==> src/rtl/pack_data.sv <==
// Serial-to-parallel packer: gathers NB_DATA-bit samples into an N_LENGTH_DATA-lane word.
// Optional partial-word flush (i_flush / o_count) is built when PACK_FLUSH_EN is defined.
module pack_data #(
    parameter int NB_DATA       = 8,
    parameter int N_LENGTH_DATA = 8
) (
    input  logic                               clock,
    input  logic                               i_reset,
    input  logic [NB_DATA-1:0]                 i_data,
    input  logic                               i_valid,
    output logic                               o_ready,
    output logic [NB_DATA*N_LENGTH_DATA-1:0]   o_data,
    output logic                               o_valid,
    input  logic                               i_ready
`ifdef PACK_FLUSH_EN
    ,
    input  logic                               i_flush,
    output logic [$clog2(N_LENGTH_DATA):0]     o_count
`endif
);

    localparam int CW = $clog2(N_LENGTH_DATA);
    localparam int WW = NB_DATA * N_LENGTH_DATA;

    typedef enum logic {
        FILL = 1'b0,
        FULL = 1'b1
    } state_t;

    state_t          state;
    state_t          state_next;
    logic [CW-1:0]   cnt;
    logic [CW-1:0]   cnt_next;
    logic [WW-1:0]   data_q;
    logic [WW-1:0]   data_next;
    logic            accept;
    logic            last;
`ifdef PACK_FLUSH_EN
    logic [CW:0]     count_q;
    logic [CW:0]     count_next;
`endif

    assign accept = i_valid && (state == FILL);
    assign last   = (cnt == CW'(N_LENGTH_DATA - 1));

    always_ff @(posedge clock) begin
        if (i_reset) begin
            state  <= FILL;
            cnt    <= '0;
            data_q <= '0;
`ifdef PACK_FLUSH_EN
            count_q <= '0;
`endif
        end else begin
            state  <= state_next;
            cnt    <= cnt_next;
            data_q <= data_next;
`ifdef PACK_FLUSH_EN
            count_q <= count_next;
`endif
        end
    end

    always_comb begin
        state_next = state;
        cnt_next   = cnt;
        data_next  = data_q;
`ifdef PACK_FLUSH_EN
        count_next = count_q;
`endif
        case (state)
            FILL: begin
                if (accept) begin
                    data_next[int'(cnt)*NB_DATA +: NB_DATA] = i_data;
                    if (last) begin
                        cnt_next   = '0;
                        state_next = FULL;
`ifdef PACK_FLUSH_EN
                        count_next = (CW+1)'(N_LENGTH_DATA);
`endif
                    end else begin
                        cnt_next = cnt + 1'b1;
                    end
                end
`ifdef PACK_FLUSH_EN
                // Flush closes a partial word; a sample taken on the same edge still counts.
                if (i_flush && !(accept && last) && ((cnt != '0) || accept)) begin
                    cnt_next   = '0;
                    state_next = FULL;
                    count_next = {1'b0, cnt} + (CW+1)'(accept);
                end
`endif
            end
            FULL: begin
                if (i_ready) begin
                    state_next = FILL;
                    data_next  = '0;
`ifdef PACK_FLUSH_EN
                    count_next = '0;
`endif
                end
            end
            default: begin
                state_next = FILL;
                cnt_next   = '0;
                data_next  = '0;
            end
        endcase
    end

    assign o_ready = (state == FILL);
    assign o_valid = (state == FULL);
    assign o_data  = data_q;
`ifdef PACK_FLUSH_EN
    assign o_count = count_q;
`endif

endmodule

==> config.mk <==
export PLATFORM = sky130hd
export DESIGN_NAME = pack_data
export DESIGN_NICKNAME = d
export VERILOG_FILES = /design/src/rtl/pack_data.sv
export SDC_FILE = /design/constraint.sdc
export NUM_CORES = 1
export LEC_CHECK = 0
export CORE_MARGIN = 4
export CORE_UTILIZATION = 40
export DETAILED_ROUTE_END_ITERATION = 7
export PLACE_DENSITY = 0.69
export SYNTH_ARGS = -nofsm -noshare
export SYNTH_HDL_FRONTEND = slang
export SYNTH_SLANG_ARGS = --single-unit
==> constraint.sdc <==
create_clock -name clock -period 3.3 [get_ports clock]
set_clock_uncertainty 0.15 [all_clocks]
set_input_delay 0.495 -clock clock [delete_from_list [all_inputs] [get_ports clock]]
set_output_delay 0.495 -clock clock [all_outputs]
set_load 0.1 [all_outputs]
# Word level (Yosys, flattened, before mapping)

Index checks and enable logic that the tools add are counted.
W data, S select, Z words.

Bits of input ports: 12
Flip-flop bits (word level): 68

Shifts and indexed selects: 2
Bitwise operators: 1
$add $sub $neg: 2
Eq/ne operators: 3
Multiplexer cells: 9
Reductions and logical operators: 3

Operator list:

| operator                  | count |
|---|---|
| $mux W64                  | 2 |
| $pmux W64 S2              | 1 |
| $bwmux W64                | 1 |
| $shift A8 B33 Y64 const A | 1 |
| $shiftx A8 B33 Y64        | 1 |
| $neg A6 Y33               | 1 |
| $reduce_and A2 Y1         | 2 |
| $add A3 B1 Y3 const B     | 1 |
| $eq A3 B3 Y1 const B      | 1 |
| $mux W1                   | 3 |
| $mux W3                   | 1 |
| $ne A2 B1 Y1 const B      | 1 |
| $ne A2 B2 Y1 const B      | 1 |
| $pmux W1 S2               | 1 |
| $logic_and A1 B1 Y1       | 1 |
| $not A1 Y1                | 1 |

# Depth between registers and ports, before layout

Word-level depth: 5
Depth in mapped cells: 7

# Worst setup path after synthesis

No wires, ideal clock.

Kind: register to register
Start point: reg state, in the netlist o_valid
End point: reg data_q[40], in the netlist o_data[40]
Stages on the path, launching flop included: 5
Period minus slack after synthesis: 2.300 ns
Data required time: 3.075 ns
Library setup time: 0.075 ns
Slack: 1.000 ns
Arrival time: 2.075 ns
Cells stage by stage: dfxtp_1 > and2b_1 > clkbuf_1 > o2111ai_2 > mux2i_1

Cells in the longest elaborated chain, start to end: 4
Elaborated cells between the ends (all ways): 6
Classes of those cells: eq/ne: 2; mux: 1; bitwise: 1; reduce/logical: 2

RTL lines:

| element                     | line | source |
|---|---|---|
| start: declaration          | 30   | `state_t state;` |
| start signal: assignment    | 55   | `state <= state_next;` |
| $not A1 Y1 (no line)        | n/a  |  |
| $logic_and A1 B1 Y1         | 43   | `assign accept = i_valid && (state == FILL);` |
| $ne A2 B1 Y1 (no line)      | n/a  |  |
| $reduce_and A2 Y1 (no line) | n/a  |  |
| end signal: assignment      | 57   | `data_q <= data_next;` |
| end: declaration            | 34   | `logic [WW-1:0] data_q;` |

Several ways; a longest one is shown, not always the timed one.
A chain may end at the register's enable or synchronous reset.

# Final worst setup path

Start point: reg cnt[0]
End point: reg data_q[6], in the netlist o_data[6]

Cells in the longest elaborated chain, start to end: 5
Elaborated cells between the ends (all ways): 6
Classes of those cells: add/sub: 1; shift: 2; mux: 3

RTL lines:

| element                                                 | line | source |
|---|---|---|
| start: declaration                                      | 32   | `logic [CW-1:0] cnt;` |
| start signal: assignment                                | 56   | `cnt <= cnt_next;` |
| $neg A6 Y33 (*)                                         | 74   | `data_next[int'(cnt)*NB_DATA +: NB_DATA] = i_data;` |
| $shiftx A8 B33 Y64 or $shift A8 B33 Y64 (tied branches) | 74   |  |
| $bwmux W64 (*)                                          | 74   |  |
| $mux W64 (*)                                            | 73   | `if (accept) begin` |
| $pmux W64 S2 (*)                                        | 71   | `case (state)` |

Mark *: on every way between the ends. The rest lies on a longest branch, timed or not. The select of a mux whose other input is x is not followed.

==> flow_summary_export.csv <==
group,metric,value,unit
grt,grt_util_all_layers,0.170,
floorplanning,start_util,0.423,
power_and_ir_drop,p_total,1.76,mW
critical_path,path_max_fanout,8,
clock_tree,cts_hold_buf,0,
placed_design,placed_area,0.00342,mm²
layout,areaGrowthSynthToFinish,32.0,%
logic_synthesis,ys.warnings.count,0,
critical_path,cp.arrival,2580,ps
layout,regArea,0.00136,mm²
placed_design,dpl.hpwl,5.00,mm
logic_synthesis,syn_inst,276,
floorplanning,rows,29,
clock_tree,clock_latency,320,ps
logic_synthesis,synth_flop_cell,"dfxtp_1",
drt,wirelength,6.92,mm
sta,setup_viol,0,
drt,dr.pass1.iters,4,
logic_synthesis,synth_most_common_cell,"nand2_1",
critical_path,cpPeakStageDelay,520,ps
sta,fin_ws,819,ps
layout,fin_nets,369,
critical_path,r2r-end,"o_data[6]$_SDFFE_PP0P_",
floorplanning,die_x,90.9,µm
critical_path,r2r_setup_slack,820,ps
critical_path,timing.rr.start,"cnt[0]$_SDFFE_PP0P_",
logic_synthesis,ys_ff_latch,68,
power_and_ir_drop,p_leak,1.78,nW
layout,multi_input_area,0.00131,mm²
sta,relSlewSlack,0.562,
power_and_ir_drop,pwr_density_cell,486,mW/mm²
power_and_ir_drop,ir_drop,267,µV
layout,drive_above_1_share,0.250,
layout,finalInstanceArea,0.00362,mm²
clock_tree,cts-root-buf,"clkbuf_8",
critical_path,crit_path_end_kind,"flop",
clock_tree,cts_buffers,9,
power_and_ir_drop,power_frac_seq,0.477,
clock_tree,post_cts_buffers,0,
logic_synthesis,synth.top_cell.area_share,0.496,
critical_path,crit_path_start,"cnt[0]$_SDFFE_PP0P_",
grt,grt_overflow,0,
clock_tree,path_clk_slew,70,ps
drt,drt_iter0_markers,79,
logic_synthesis,synth_cell_types,32,
sta,fmax,0.403,GHz
critical_path,path_cells,"inv_1 -> ha_1 -> ha_1 -> or4b_4 -> nor3_4 -> mux2i_1",
power_and_ir_drop,p_int,1.31,mW
logic_synthesis,yosys-top-cells-count,"nand2_1 (74), dfxtp_1 (68), mux2i_1 (61)",
logic_synthesis,synth-edff-count,0,
sta,finalCriticalPeriod,2480,ps
placed_design,place_congestion,0.795,
critical_path,r2r_cells,6,
clock_tree,ctsResizeCount,0,
logic_synthesis,syn_area,0.00275,mm²
sta,period_share,0.752,
grt,grt_max_degree,34,
layout,fillers,610,
run_status,status,"finished, final reports clean",
grt,antenna_found_initial,0,
critical_path,slowest_stage,"or4b_4",
floorplanning,die_area,0.00826,mm²
logic_synthesis,async_flop_share,0,
logic_synthesis,ys_seq_area_frac,0.496,
power_and_ir_drop,netSwitchingFraction,0.258,
sta,tightest_slew,656,ps
grt,grt_first_pass_wirelength,11.2,mm
critical_path,startpoint_type,"flop",
critical_path,cp.required,3400,ps
grt,grt_pass1_vias,2181,
layout,n_antenna_cell,0,
logic_synthesis,yosysTopAreaCell,"dfxtp_1",
logic_synthesis,synth.avg_cell_area,9.95,µm²
clock_tree,clock_path_buffers,2,
drt,wl_per_cell,16.0,µm
drt,drc,0,
placed_design,port_buffers,77,
power_and_ir_drop,p_switching,0.454,mW
min_path,hp-class,"reg2reg",
floorplanning,die_h,90.9,µm
drt,via_per_inst,5.00,
sta,final-hold-violation-count,0,
power_and_ir_drop,combPwrFrac,0.127,
floorplanning,top_level_ports,78,
logic_synthesis,synth_nets,293,
clock_tree,cts_sinks,68,
job,drv_cap,0,
sta,rsz0062_at_grt,"false",
power_and_ir_drop,p_clk_frac,0.396,
clock_tree,cts_max_level,3,
sta,final.setup.tns,0,ps
clock_tree,cts_tree,"built",
drt,drt.antenna.violating_nets,0,
critical_path,endpoint,"o_data[6]$_SDFFE_PP0P_",
drt,via_count,2163,
sta,drv_slew,0,
critical_path,path_class,"reg2reg",
floorplanning,coreArea,0.00649,mm²
logic_synthesis,synth.area.top_cells,"dfxtp_1 (50%), mux2i_1 (22%), nand2_1 (10%)",
critical_path,crit_top_cell,"ha_1",
placed_design,pre_cts_ws,822,ps
[registers in the layout, indices dropped and copies added, names as in the netlist]
name / count
o_data: 64
cnt: 3
o_valid: 1
[stage by stage]
stage | hold WS [ps] | utilization | cells
finish | 311 | 0.558 | 433
global route | 328 | 0.558 | 433
CTS | 316 | 0.558 | 433
detailed placement | 299 | 0.527 | 418
global placement | 298 | 0.527 | 418
floorplan | 351 | - | 276
[how the worst min path moves through the flow]
stage	startpoint	endpoint	slack [ps]	depth (start not counted)
after floorplan	cnt[1]$_SDFFE_PP0P_	cnt[1]$_SDFFE_PP0P_	350	2
after global placement	o_data[20]$_SDFFE_PP0P_	o_data[20]$_SDFFE_PP0P_	300	2
after detailed placement	o_data[4]$_SDFFE_PP0P_	o_data[4]$_SDFFE_PP0P_	300	2
after CTS	o_data[24]$_SDFFE_PP0P_	o_data[24]$_SDFFE_PP0P_	320	2
after global routing	o_data[1]$_SDFFE_PP0P_	o_data[1]$_SDFFE_PP0P_	330	2
final	o_data[24]$_SDFFE_PP0P_	o_data[24]$_SDFFE_PP0P_	310	2
[power by group through the flow]
stage,Sequential (mW),Clock (mW),Combinational [mW]
CTS,0.841,0.715,0.226
finish,0.841,0.698,0.224
detailed placement,0.859,0,0.225
global placement,0.859,0,0.224
floorplan,0.927,0,0.0930
global route,0.842,0.741,0.241
[cells in the final DEF (no fill, tap or decap), types with 2 or more instances in the layout]
master and count:
nand2_1 74, dfxtp_1 68, buf_4 67, mux2i_1 61
clkbuf_8 12, clkdlybuf4s50_1 11, nand2b_1 10, nor2_1 9
a22o_1 6, inv_1 5, ha_1 5, nor2b_1 3
and2b_1 2, nand3_1 2, clkbuf_1 2
[logic make-up (layout without fill, tap and decap cells)]
| family | count (synthesis) | after routing | synth area share |
|---|---|---|---|
| AND/OR/NAND/NOR | 111 | 111 | 0.190 |
| flip-flops | 68 | 68 | 0.496 |
| multiplexers | 61 | 61 | 0.222 |
| buffers and inverters | 19 | 99 | 0.0305 |
| AO/OA/AOI/OAI | 12 | 12 | 0.0392 |
| adder cells (fa/ha/maj) | 5 | 5 | 0.0228 |
[layer usage]
metal	part of all wire	global-route usage	vias up
met4	0.013	0.0691	0
met3	0.048	0.0425	7
met5	0	0	-
li1	-	-	1077
met1	0.48	0.224	1025
met2	0.46	0.267	54
[critical path, delay by kind of cell, from the launching register on]
| kind | cells | cell delay (ps) |
|---|---|---|
| AND/OR/NAND/NOR | 2 | 940 |
| multiplexers | 1 | 250 |
| flip-flops | 1 | 430 |
| adder cells (fa/ha/maj) | 2 | 580 |
| buffers and inverters | 1 | 70 |
[final cells by class]
class,instances,share of cell area
repair buffers,79,0.175
multi-input cells,189,0.362
clock inverters,1,0.00828
clock buffers,14,0.0476
flip-flops and latches,68,0.376
inverters,5,0.00518
well taps,77,0.0266
Power figures use the tool's default switching activity.
